$ cat src/rtl/food_placer.sv
`default_nettype none
// +----------------------------------------------------------------------------+
// | Module   : food_placer                                                     |
// | Purpose  : Picks a free board cell for new food using an LFSR plus an      |
// |            occupancy lookup; optional linear-scan fallback (FOOD_SCAN_EN). |
// | Revision : 1.0                                                             |
// +----------------------------------------------------------------------------+
module food_placer #(
    parameter int GRID_BITS = 4,
    parameter int MAX_TRIES = 8
) (
    input  logic                   clk,
    input  logic                   reset_n,
    input  logic                   place_req,
    output logic                   busy,
    output logic                   done,
    output logic                   fail,
    output logic [GRID_BITS-1:0]   food_x,
    output logic [GRID_BITS-1:0]   food_y,
    output logic                   occ_rd,
    output logic [2*GRID_BITS-1:0] occ_addr,
    input  logic                   occ_hit
);
    localparam int                    c_ADDR_W    = 2 * GRID_BITS;
    localparam int                    c_TRY_W     = $clog2(MAX_TRIES + 1);
    localparam logic [8:0]            c_SEED      = 9'b110110110;
    localparam logic [GRID_BITS-1:0]  c_FOOD_RST  = GRID_BITS'(1 << (GRID_BITS - 1));
    localparam logic [c_TRY_W-1:0]    c_MAX_TRIES = c_TRY_W'(MAX_TRIES);
    localparam logic [c_TRY_W-1:0]    c_TRY_ONE   = 1;
    localparam logic [c_ADDR_W-1:0]   c_ADDR_ONE  = 1;
    localparam logic [c_ADDR_W:0]     c_CNT_ONE   = 1;
    localparam logic [c_ADDR_W:0]     c_CELLS     = {1'b1, {c_ADDR_W{1'b0}}};

    typedef enum logic [2:0] {
        S_IDLE     = 3'd0,
        S_SAMPLE   = 3'd1,
        S_CHECK    = 3'd2,
        S_SCAN     = 3'd3,
        S_SCAN_CHK = 3'd4,
        S_DONE     = 3'd5
    } state_t;

    state_t                r_state, w_state_nxt;
    logic [8:0]            r_lfsr;
    logic [c_ADDR_W-1:0]   r_cand, w_cand_nxt;
    logic [c_TRY_W-1:0]    r_tries, w_tries_nxt;
    logic                  r_fail, w_fail_nxt;
    logic [GRID_BITS-1:0]  r_food_x, w_food_x_nxt;
    logic [GRID_BITS-1:0]  r_food_y, w_food_y_nxt;
    logic                  w_occ_rd;
    logic [c_ADDR_W-1:0]   w_occ_addr;
`ifdef FOOD_SCAN_EN
    logic [c_ADDR_W-1:0]   r_scan_addr, w_scan_addr_nxt;
    logic [c_ADDR_W:0]     r_scan_cnt, w_scan_cnt_nxt;
`endif

    always_ff @(posedge clk or negedge reset_n) begin
        if (!reset_n) begin
            r_state  <= S_IDLE;
            r_lfsr   <= c_SEED;
            r_cand   <= '0;
            r_tries  <= '0;
            r_fail   <= 1'b0;
            r_food_x <= c_FOOD_RST;
            r_food_y <= c_FOOD_RST;
        end else begin
            r_state  <= w_state_nxt;
            // XNOR feedback: the all-ones word is the only lockup state
            r_lfsr   <= {r_lfsr[7:0], ~(r_lfsr[8] ^ r_lfsr[4])};
            r_cand   <= w_cand_nxt;
            r_tries  <= w_tries_nxt;
            r_fail   <= w_fail_nxt;
            r_food_x <= w_food_x_nxt;
            r_food_y <= w_food_y_nxt;
        end
    end

`ifdef FOOD_SCAN_EN
    always_ff @(posedge clk or negedge reset_n) begin
        if (!reset_n) begin
            r_scan_addr <= '0;
            r_scan_cnt  <= '0;
        end else begin
            r_scan_addr <= w_scan_addr_nxt;
            r_scan_cnt  <= w_scan_cnt_nxt;
        end
    end
`endif

    always_comb begin
        w_state_nxt  = r_state;
        w_cand_nxt   = r_cand;
        w_tries_nxt  = r_tries;
        w_fail_nxt   = r_fail;
        w_food_x_nxt = r_food_x;
        w_food_y_nxt = r_food_y;
        w_occ_rd     = 1'b0;
        w_occ_addr   = r_cand;
`ifdef FOOD_SCAN_EN
        w_scan_addr_nxt = r_scan_addr;
        w_scan_cnt_nxt  = r_scan_cnt;
`endif
        case (r_state)
            S_IDLE: begin
                if (place_req) begin
                    w_state_nxt = S_SAMPLE;
                    w_tries_nxt = '0;
                    w_fail_nxt  = 1'b0;
                end
            end
            S_SAMPLE: begin
                w_occ_rd    = 1'b1;
                w_occ_addr  = r_lfsr[c_ADDR_W-1:0];
                w_cand_nxt  = r_lfsr[c_ADDR_W-1:0];
                w_state_nxt = S_CHECK;
            end
            S_CHECK: begin
                if (!occ_hit) begin
                    w_food_y_nxt = r_cand[c_ADDR_W-1:GRID_BITS];
                    w_food_x_nxt = r_cand[GRID_BITS-1:0];
                    w_fail_nxt   = 1'b0;
                    w_state_nxt  = S_DONE;
                end else begin
                    w_tries_nxt = r_tries + c_TRY_ONE;
                    if (w_tries_nxt == c_MAX_TRIES) begin
`ifdef FOOD_SCAN_EN
                        w_scan_addr_nxt = r_cand + c_ADDR_ONE;
                        w_scan_cnt_nxt  = '0;
                        w_state_nxt     = S_SCAN;
`else
                        w_fail_nxt  = 1'b1;
                        w_state_nxt = S_DONE;
`endif
                    end else begin
                        w_state_nxt = S_SAMPLE;
                    end
                end
            end
`ifdef FOOD_SCAN_EN
            S_SCAN: begin
                w_occ_rd    = 1'b1;
                w_occ_addr  = r_scan_addr;
                w_state_nxt = S_SCAN_CHK;
            end
            S_SCAN_CHK: begin
                if (!occ_hit) begin
                    w_food_y_nxt = r_scan_addr[c_ADDR_W-1:GRID_BITS];
                    w_food_x_nxt = r_scan_addr[GRID_BITS-1:0];
                    w_fail_nxt   = 1'b0;
                    w_state_nxt  = S_DONE;
                end else begin
                    w_scan_addr_nxt = r_scan_addr + c_ADDR_ONE;
                    w_scan_cnt_nxt  = r_scan_cnt + c_CNT_ONE;
                    if (w_scan_cnt_nxt == c_CELLS) begin
                        w_fail_nxt  = 1'b1;
                        w_state_nxt = S_DONE;
                    end else begin
                        w_state_nxt = S_SCAN;
                    end
                end
            end
`endif
            S_DONE: begin
                w_state_nxt = S_IDLE;
            end
            default: begin
                w_state_nxt = S_IDLE;
            end
        endcase
    end

    assign busy     = (r_state != S_IDLE);
    assign done     = (r_state == S_DONE);
    assign fail     = r_fail;
    assign food_x   = r_food_x;
    assign food_y   = r_food_y;
    assign occ_rd   = w_occ_rd;
    assign occ_addr = w_occ_addr;

endmodule
`default_nettype wire
$ cat config.mk
export PLATFORM = sky130hd
export DESIGN_NAME = food_placer
export DESIGN_NICKNAME = d
export VERILOG_FILES = /design/src/rtl/food_placer.sv
export SDC_FILE = /design/constraint.sdc
export NUM_CORES = 1
export LEC_CHECK = 0
export ABC_AREA = 1
export BUFFER_PORTS_ARGS = -buffer_cell sky130_fd_sc_hd__buf_2
export CELL_PAD_IN_SITES_DETAIL_PLACEMENT = 0
export CELL_PAD_IN_SITES_GLOBAL_PLACEMENT = 1
export CORE_MARGIN = 4
export CORE_UTILIZATION = 45
export CTS_BUF_LIST = sky130_fd_sc_hd__clkbuf_16
export DETAILED_ROUTE_END_ITERATION = 10
export HOLD_SLACK_MARGIN = 0.02
export PLACE_DENSITY_LB_ADDON = 0.1
export SLEW_MARGIN = 20
export SYNTH_ARGS = -nofsm -noshare
export SYNTH_HDL_FRONTEND = slang
export SYNTH_SLANG_ARGS = --single-unit
$ cat constraint.sdc
create_clock -name clk -period 3 [get_ports clk]
set_clock_uncertainty 0.2 [all_clocks]
set_input_delay 0.45 -clock clk [delete_from_list [all_inputs] [get_ports clk]]
set_output_delay 0.45 -clock clk [all_outputs]
set_load 0.02 [all_outputs]
Word level (Yosys, flattened, before mapping):

Cells that the tools add are included.

* flip-flop bits (word level): 33
* input port bits: 4
* output and inout port bits: 20
* word-level logic and storage cells: 37

* $add $sub $neg: 1
* equality and inequality tests: 7
* mux-type cells: 13
* bitwise gates (word level): 3
* reductions and logical operators: 6

Operators by type and width (number)
* $mux 3: 3
* $pmux 3 s3: 1
* $mux 4: 2
* $mux 8: 1
* $pmux 4 s2: 1
* $reduce_and 3->1: 2
* $add 4x1->4 const B: 1
* $eq 4x4->1 const B: 1
* $mux 1: 4
* $ne 2x2->1 const B: 2
* $eq 3x1->1 const B: 1
* $eq 3x2->1 const B: 1
* $eq 3x3->1 const B: 1
* $logic_not 3->1: 1
* $ne 3x3->1 const B: 1
* $reduce_bool 3->1: 1
* $not 1->1: 2
* $pmux 1 s2: 1
* $reduce_and 2->1: 1
* $reduce_bool 2->1: 1
* $xor 1x1->1: 1

Logic depth before layout (Yosys ltp):

Gate-level depths: netlist of the first run.

* depth after elaboration: 5
* depth in mapped cells: 7
* gate-level depth less buffers: 7

Worst setup path before layout of the first run:

Ideal clock, no wire load.

* kind: register to output
* start: register r_state[2]
* end: output port occ_addr[4]
* data arrival time: 1294 ps
* data required time: 2350 ps
* setup slack: 1056 ps
* stages on the path, launching flop included: 5
* buffers on the path: 1
* path through: dfrtp_1 -> nor3_2 -> buf_6 -> nand2_1 -> o21ai_0

* word-level cells in the longest chain between the ends: 2

Ends and longest elaborated chain
* from (decl): RTL line 43 `state_t r_state, w_state_nxt;`
* from (signal assigned): RTL line 67 `r_state <= w_state_nxt;`
* $eq 3x1->1: RTL line 103 `case (r_state)`
* $mux 8: RTL line 103
* to (decl): RTL line 21 `output logic [2*GRID_BITS-1:0] occ_addr,`

No other way between the ends.

Final worst setup path of the first run:

Same ends and word-level chain as after synthesis.

==> impl_metrics.ini, run 1 <==
[status]
status = complete, no violations

[cells_and_area]
final_common_cell = nand2_1
area_growth_pct = 22.7
multiInputGateArea_um2 = 375
most-common-layout-cells = nand2_1, dfrtp_1, buf_2
regArea_um2 = 836
final_util_pct = 57.6
n_fill_cell = 241
nets = 151
final_area_mm2 = 0.00159
num_antenna_cells = 0
layout-drive-gt1-share_pct = 34.7

[route]
firstDrtPassIters = 4
viasPerCell = 4.81
drt-initial-drc-count = 43
wl_mm = 2.12
num_vias = 857
drcViolationCount = 0
wl_per_cell_um = 11.9
antenna_left = 0

[placement]
dpl_worst_slack_ns = 0.753
portBuffers = 23
dp_hpwl_mm = 1.48
gp_congestion = 0.830
dpl_cell_area_mm2 = 0.00143

[yosys]
ys.warnings.count = 0
ys_seq_elements = 33
syn-num-nets = 123
synth.avg_cell_area_um2 = 11.0
synthCells = 118
ys_seq_area_share_pct = 64.6
synth_area_mm2 = 0.00129
ys_types = 20

[global_routing]
grt_first_pass_wirelength_mm = 3.57
antenna_found_initial = 0
grt_pass1_vias = 815
grt_start_max_net_pins = 34
overflow = 0
track_usage_pct = 13.2

[clocking]
htree_levels = 2
cts_tree = done
clockRootBuffer = clkbuf_16
clockBufferDepth = 2
cts.repair.resized = 0
cts_hold_buf = 0
cts_setup_buffers = 0
clock-sinks = 33
path_clk_slew_ns = 0.05
clkLatencyLatePin_ns = 0.26
numCtsBuffers = 5

[job]
drv_cap = 0

[worst_setup_path]
rr_worst_depth = 2
r2r-start = r_state[2]
critPathKind = reg -> out
arrival_ns = 1.88
path_max_fanout = 17
cp-startpoint = r_state[2]
cp-end-kind = output pin
rr_endpoint = r_cand[0]
cp.required_ns = 2.35
cp-start-kind = flop
r2r_setup_slack_ns = 1.23

[power_and_ir_drop]
power_density_mw_per_mm2 = 1190
leakage_nw = 0.827
peakVddDrop_v = 0.000789

[floorplan]
ios = 24
core-area_mm2 = 0.00276
initial_core_util_pct = 46.9
fp.dieW_um = 61.6
rows = 19
chipHeight_um = 61.6
die_area_mm2 = 0.00380

[timing]
relSlewSlack_pct = 42.7
fin_ws_ns = 0.465
finalHoldViolCount = 0
worst_pin_slew_ns = 0.855
whs_ns = 0.0316
fin_crit_ns = 2.53
setup-violations-final = 0
min_period_over_period_pct = 84.5
max_freq_mhz = 394
tns_ns = 0
grt_setup_unrepaired = no
maxSlewViolCount = 0

[worst_hold_path]
hold_class = in -> async
-- Yosys cell counts --
library cell / number / area share (%)
nor2_4: 1 / 0.87
nand3_1: 6 / 2.3
nand2_1: 26 / 7.5
dfrtp_1: 25 / 48
xnor2_1: 1 / 0.68
nor2_1: 2 / 0.58
a21oi_1: 1 / 0.39
nor3_2: 1 / 0.77
inv_1: 16 / 4.6
o211ai_1: 1 / 0.58
ha_1: 1 / 0.97
nand2_4: 2 / 1.7
nand2_2: 2 / 0.97
o21ai_0: 10 / 3.9
buf_6: 2 / 1.7
nand4_1: 2 / 0.97
dfstp_2: 8 / 16
nor3_1: 2 / 0.77
a22oi_1: 1 / 0.58
o21ai_2: 8 / 5.4
-- state kept, by name, summed over array words and instances, names as in the netlist --
name and count:
r_tries 4, food_y 4, r_state 3, fail 1, food_x 4, r_lfsr 9
r_cand 8
-- metrics by stage --
stage | instances | power [mW]
floorplan | 118 | 1.17
global placement | 170 | 1.36
detailed placement | 170 | 1.36
CTS | 178 | 1.92
global route | 178 | 2.03
finish | 178 | 1.89
-- cell type report --
type / count / area share [%]
clock inverter: 3 / 2.36
tap: 31 / 2.44
clock buffer: 5 / 7.88
sequential: 33 / 52.6
inverter: 16 / 3.78
multi-input combinational: 67 / 23.6
timing repair buffer: 23 / 7.25
-- critical path, cell delays in order, from the launching register on --
cell and delay (ns):
dfrtp_1 0.43, nor3_2 0.73, nand2_1 0.11, o21ai_0 0.14, buf_2 0.21
-- metal layers --
metal	GRT usage (%)	wire, µm	vias to the layer above
met5	0	0	-
met4	6.36	9	0
met3	4.40	127	2
met2	21.1	1010	16
met1	16.1	973	405
li1	-	-	434
-- cells by family after synthesis --
kind of cell / share of synthesized area [%]
buffers and inverters: 6.38
AND/OR/NAND/NOR: 16.5
flip-flops: 64.6
adder cells (fa/ha/maj): 0.967
XOR/XNOR: 0.677
AO/OA/AOI/OAI: 10.8
-- how the worst max path moves through the flow --
stage | to | slack [ns] | cells past startpoint
2_1_floorplan | occ_addr[4] | 1.06 | 4
3_3_place_gp | occ_addr[0] | 0.79 | 4
5_1_grt | occ_addr[4] | 0.23 | 4
3_5_place_dp | occ_addr[5] | 0.75 | 4
6_report | occ_addr[4] | 0.47 | 4
4_1_cts | occ_addr[4] | 0.44 | 4
-- power by group --
part           leakage (nW)  switching [mW]  internal (mW)
combinational         0.340           0.474          0.212
clock                0.0826           0.161          0.385
sequential            0.405          0.0692          0.591
(Power assumes the default switching activity.)
==> run 2, diff against run 1 <==
- CORE_UTILIZATION: 45 -> 37
- clock period: 3 -> 2.15 ns (I/O delays scaled with it)
==> run 2 against run 1 <==
  * Wire length up 8.2%
  * Cell count up 10%
  * Power up 43%
  * Sequential power up 40%
  * First-iteration DRC count up 2.3%
  * Register-to-register slack worse by 0.62 ns
  * Critical endpoint is now occ_addr[6]
  * Highest routed layer unchanged
==> impl_metrics.ini, run 2 (synthesis results as in run 1) <==
[status]
status = complete, no violations

[global_routing]
grt_start_max_net_pins = 34
track_usage_pct = 11.9
grt_pass1_vias = 814
overflow = 0
antenna_found_initial = 0
grt_first_pass_wirelength_mm = 3.89

[power_and_ir_drop]
peakVddDrop_v = 0.000813
leakage_nw = 0.841
power_density_mw_per_mm2 = 1650
power_mw = 2.70

[timing]
fin_crit_ns = 2.01
relSlewSlack_pct = 53.4
grt_setup_unrepaired = no
tns_ns = 0
fin_ws_ns = 0.143
finalHoldViolCount = 0
worst_pin_slew_ns = 0.699
max_freq_mhz = 498
setup-violations-final = 0
maxSlewViolCount = 0
min_period_over_period_pct = 93.3

[route]
num_vias = 861
antenna_left = 0
wl_per_cell_um = 11.7
firstDrtPassIters = 4
wl_mm = 2.29
viasPerCell = 4.39
drcViolationCount = 0
drt-initial-drc-count = 44

[worst_hold_path]
whs_endpoint = r_state[0]
hold_class = in -> reg
min_from = place_req
hold_depth = 3

[worst_setup_path]
cp-start-kind = flop
r2r-start = r_state[0]
critPathKind = reg -> out
rr_worst_depth = 6
cp_slowest_stage_delay_ns = 0.45
r2r_setup_slack_ns = 0.61
cp.required_ns = 1.63
arrival_ns = 1.48
worstPathCellList = nor3_4, buf_6, nand2_1, o21ai_0, buf_2
rr_endpoint = fail
cpLargestDelayFamily = flip-flops
path_max_fanout = 9
cp_slowest_cell = dfrtp_1
cp-end-kind = output pin
crit_buf_inv = 2

[cells_and_area]
most-common-layout-cells = nand2_1, dfrtp_1, buf_2
area_growth_pct = 26.7
final_area_mm2 = 0.00164
reg_top3 = r_lfsr: 9 flops, r_cand: 8 flops
largest_reg_flops = 9
layout-drive-gt1-share_pct = 35.3
nets = 154
final_util_pct = 48.7
num_antenna_cells = 0
final_common_cell = nand2_1
regMostFlops = r_lfsr

[placement]
dp_hpwl_mm = 1.50
dpl_worst_slack_ns = 0.407
gp_congestion = 0.791
dpl_cell_area_mm2 = 0.00145
portBuffers = 23

[clocking]
clkLatencyLatePin_ns = 0.27
cts_tree = done
htree_levels = 2
clockBufferDepth = 2
clockRootBuffer = clkbuf_16
cts_setup_buffers = 0
path_clk_slew_ns = 0.05
numCtsBuffers = 5
clock-sinks = 33

[floorplan]
die_area_mm2 = 0.00451
ios = 24
chipHeight_um = 67.1
fp.dieW_um = 67.1
rows = 21
initial_core_util_pct = 38.5
core-area_mm2 = 0.00336

[job]
drv_cap = 0
## run 2: cell count changes in the layout (fill, tap and decap cells not counted)
cell / before / now
buf_2: 23 / 24
buf_6: 0 / 1
dlygate4sd3_1: 0 / 1
nor3_2: 1 / 0
nor3_4: 0 / 1
o21ai_0: 10 / 9
o21ai_1: 0 / 1
## run 2: worst max path at each step
stage                          start          end  slack [ns]  cells after the start
after floorplan           r_state[2]  occ_addr[4]        0.33                      4
after global placement    r_state[2]  occ_addr[7]        0.41                      5
after detailed placement  r_state[2]  occ_addr[6]        0.41                      5
after CTS                 r_state[2]  occ_addr[6]        0.09                      5
after global routing      r_state[2]  occ_addr[6]       0.003                      5
final                     r_state[2]  occ_addr[6]        0.14                      5
## run 2: through the flow
step                hold WS [ns]  std cells
CTS                       0.0941        195
finish                    0.0952        196
detailed placement         0.157        186
global route               0.101        196
global placement           0.158        186
floorplan                 -0.173        118
## run 2: tightest hold or removal path, stage by stage
cell and delay [ns]:
buf_2 0.09, o211ai_1 0.07, inv_1 0.05
## run 2: cell type report
class	instances	area, µm²
fill	329	1720
sequential	33	836
multi-input combinational	67	382
timing repair buffer	26	141
clock buffer	5	125
inverter	16	60.1
tap	46	57.6
clock inverter	3	37.5
## run 2: what timing repair did
item / CTS / global route
gates resized for setup: 0 / 3
endpoints found under the setup margin: 0 / 7
hold buffers: 1 / 0
endpoints found under the hold margin: 25 / 0
## run 2: metal layers
metal | vias up | track usage (%) | routed length (µm)
li1 | 443 | - | -
met1 | 397 | 15.6 | 1140
met2 | 19 | 17.4 | 1010
met3 | 2 | 4.49 | 124
met4 | 0 | 5.32 | 19
met5 | - | 0 | 0
## run 2: where the power goes
part / switching, mW / internal (mW)
Combinational: 0.677 / 0.322
Sequential: 0.101 / 0.824
Clock: 0.237 / 0.537
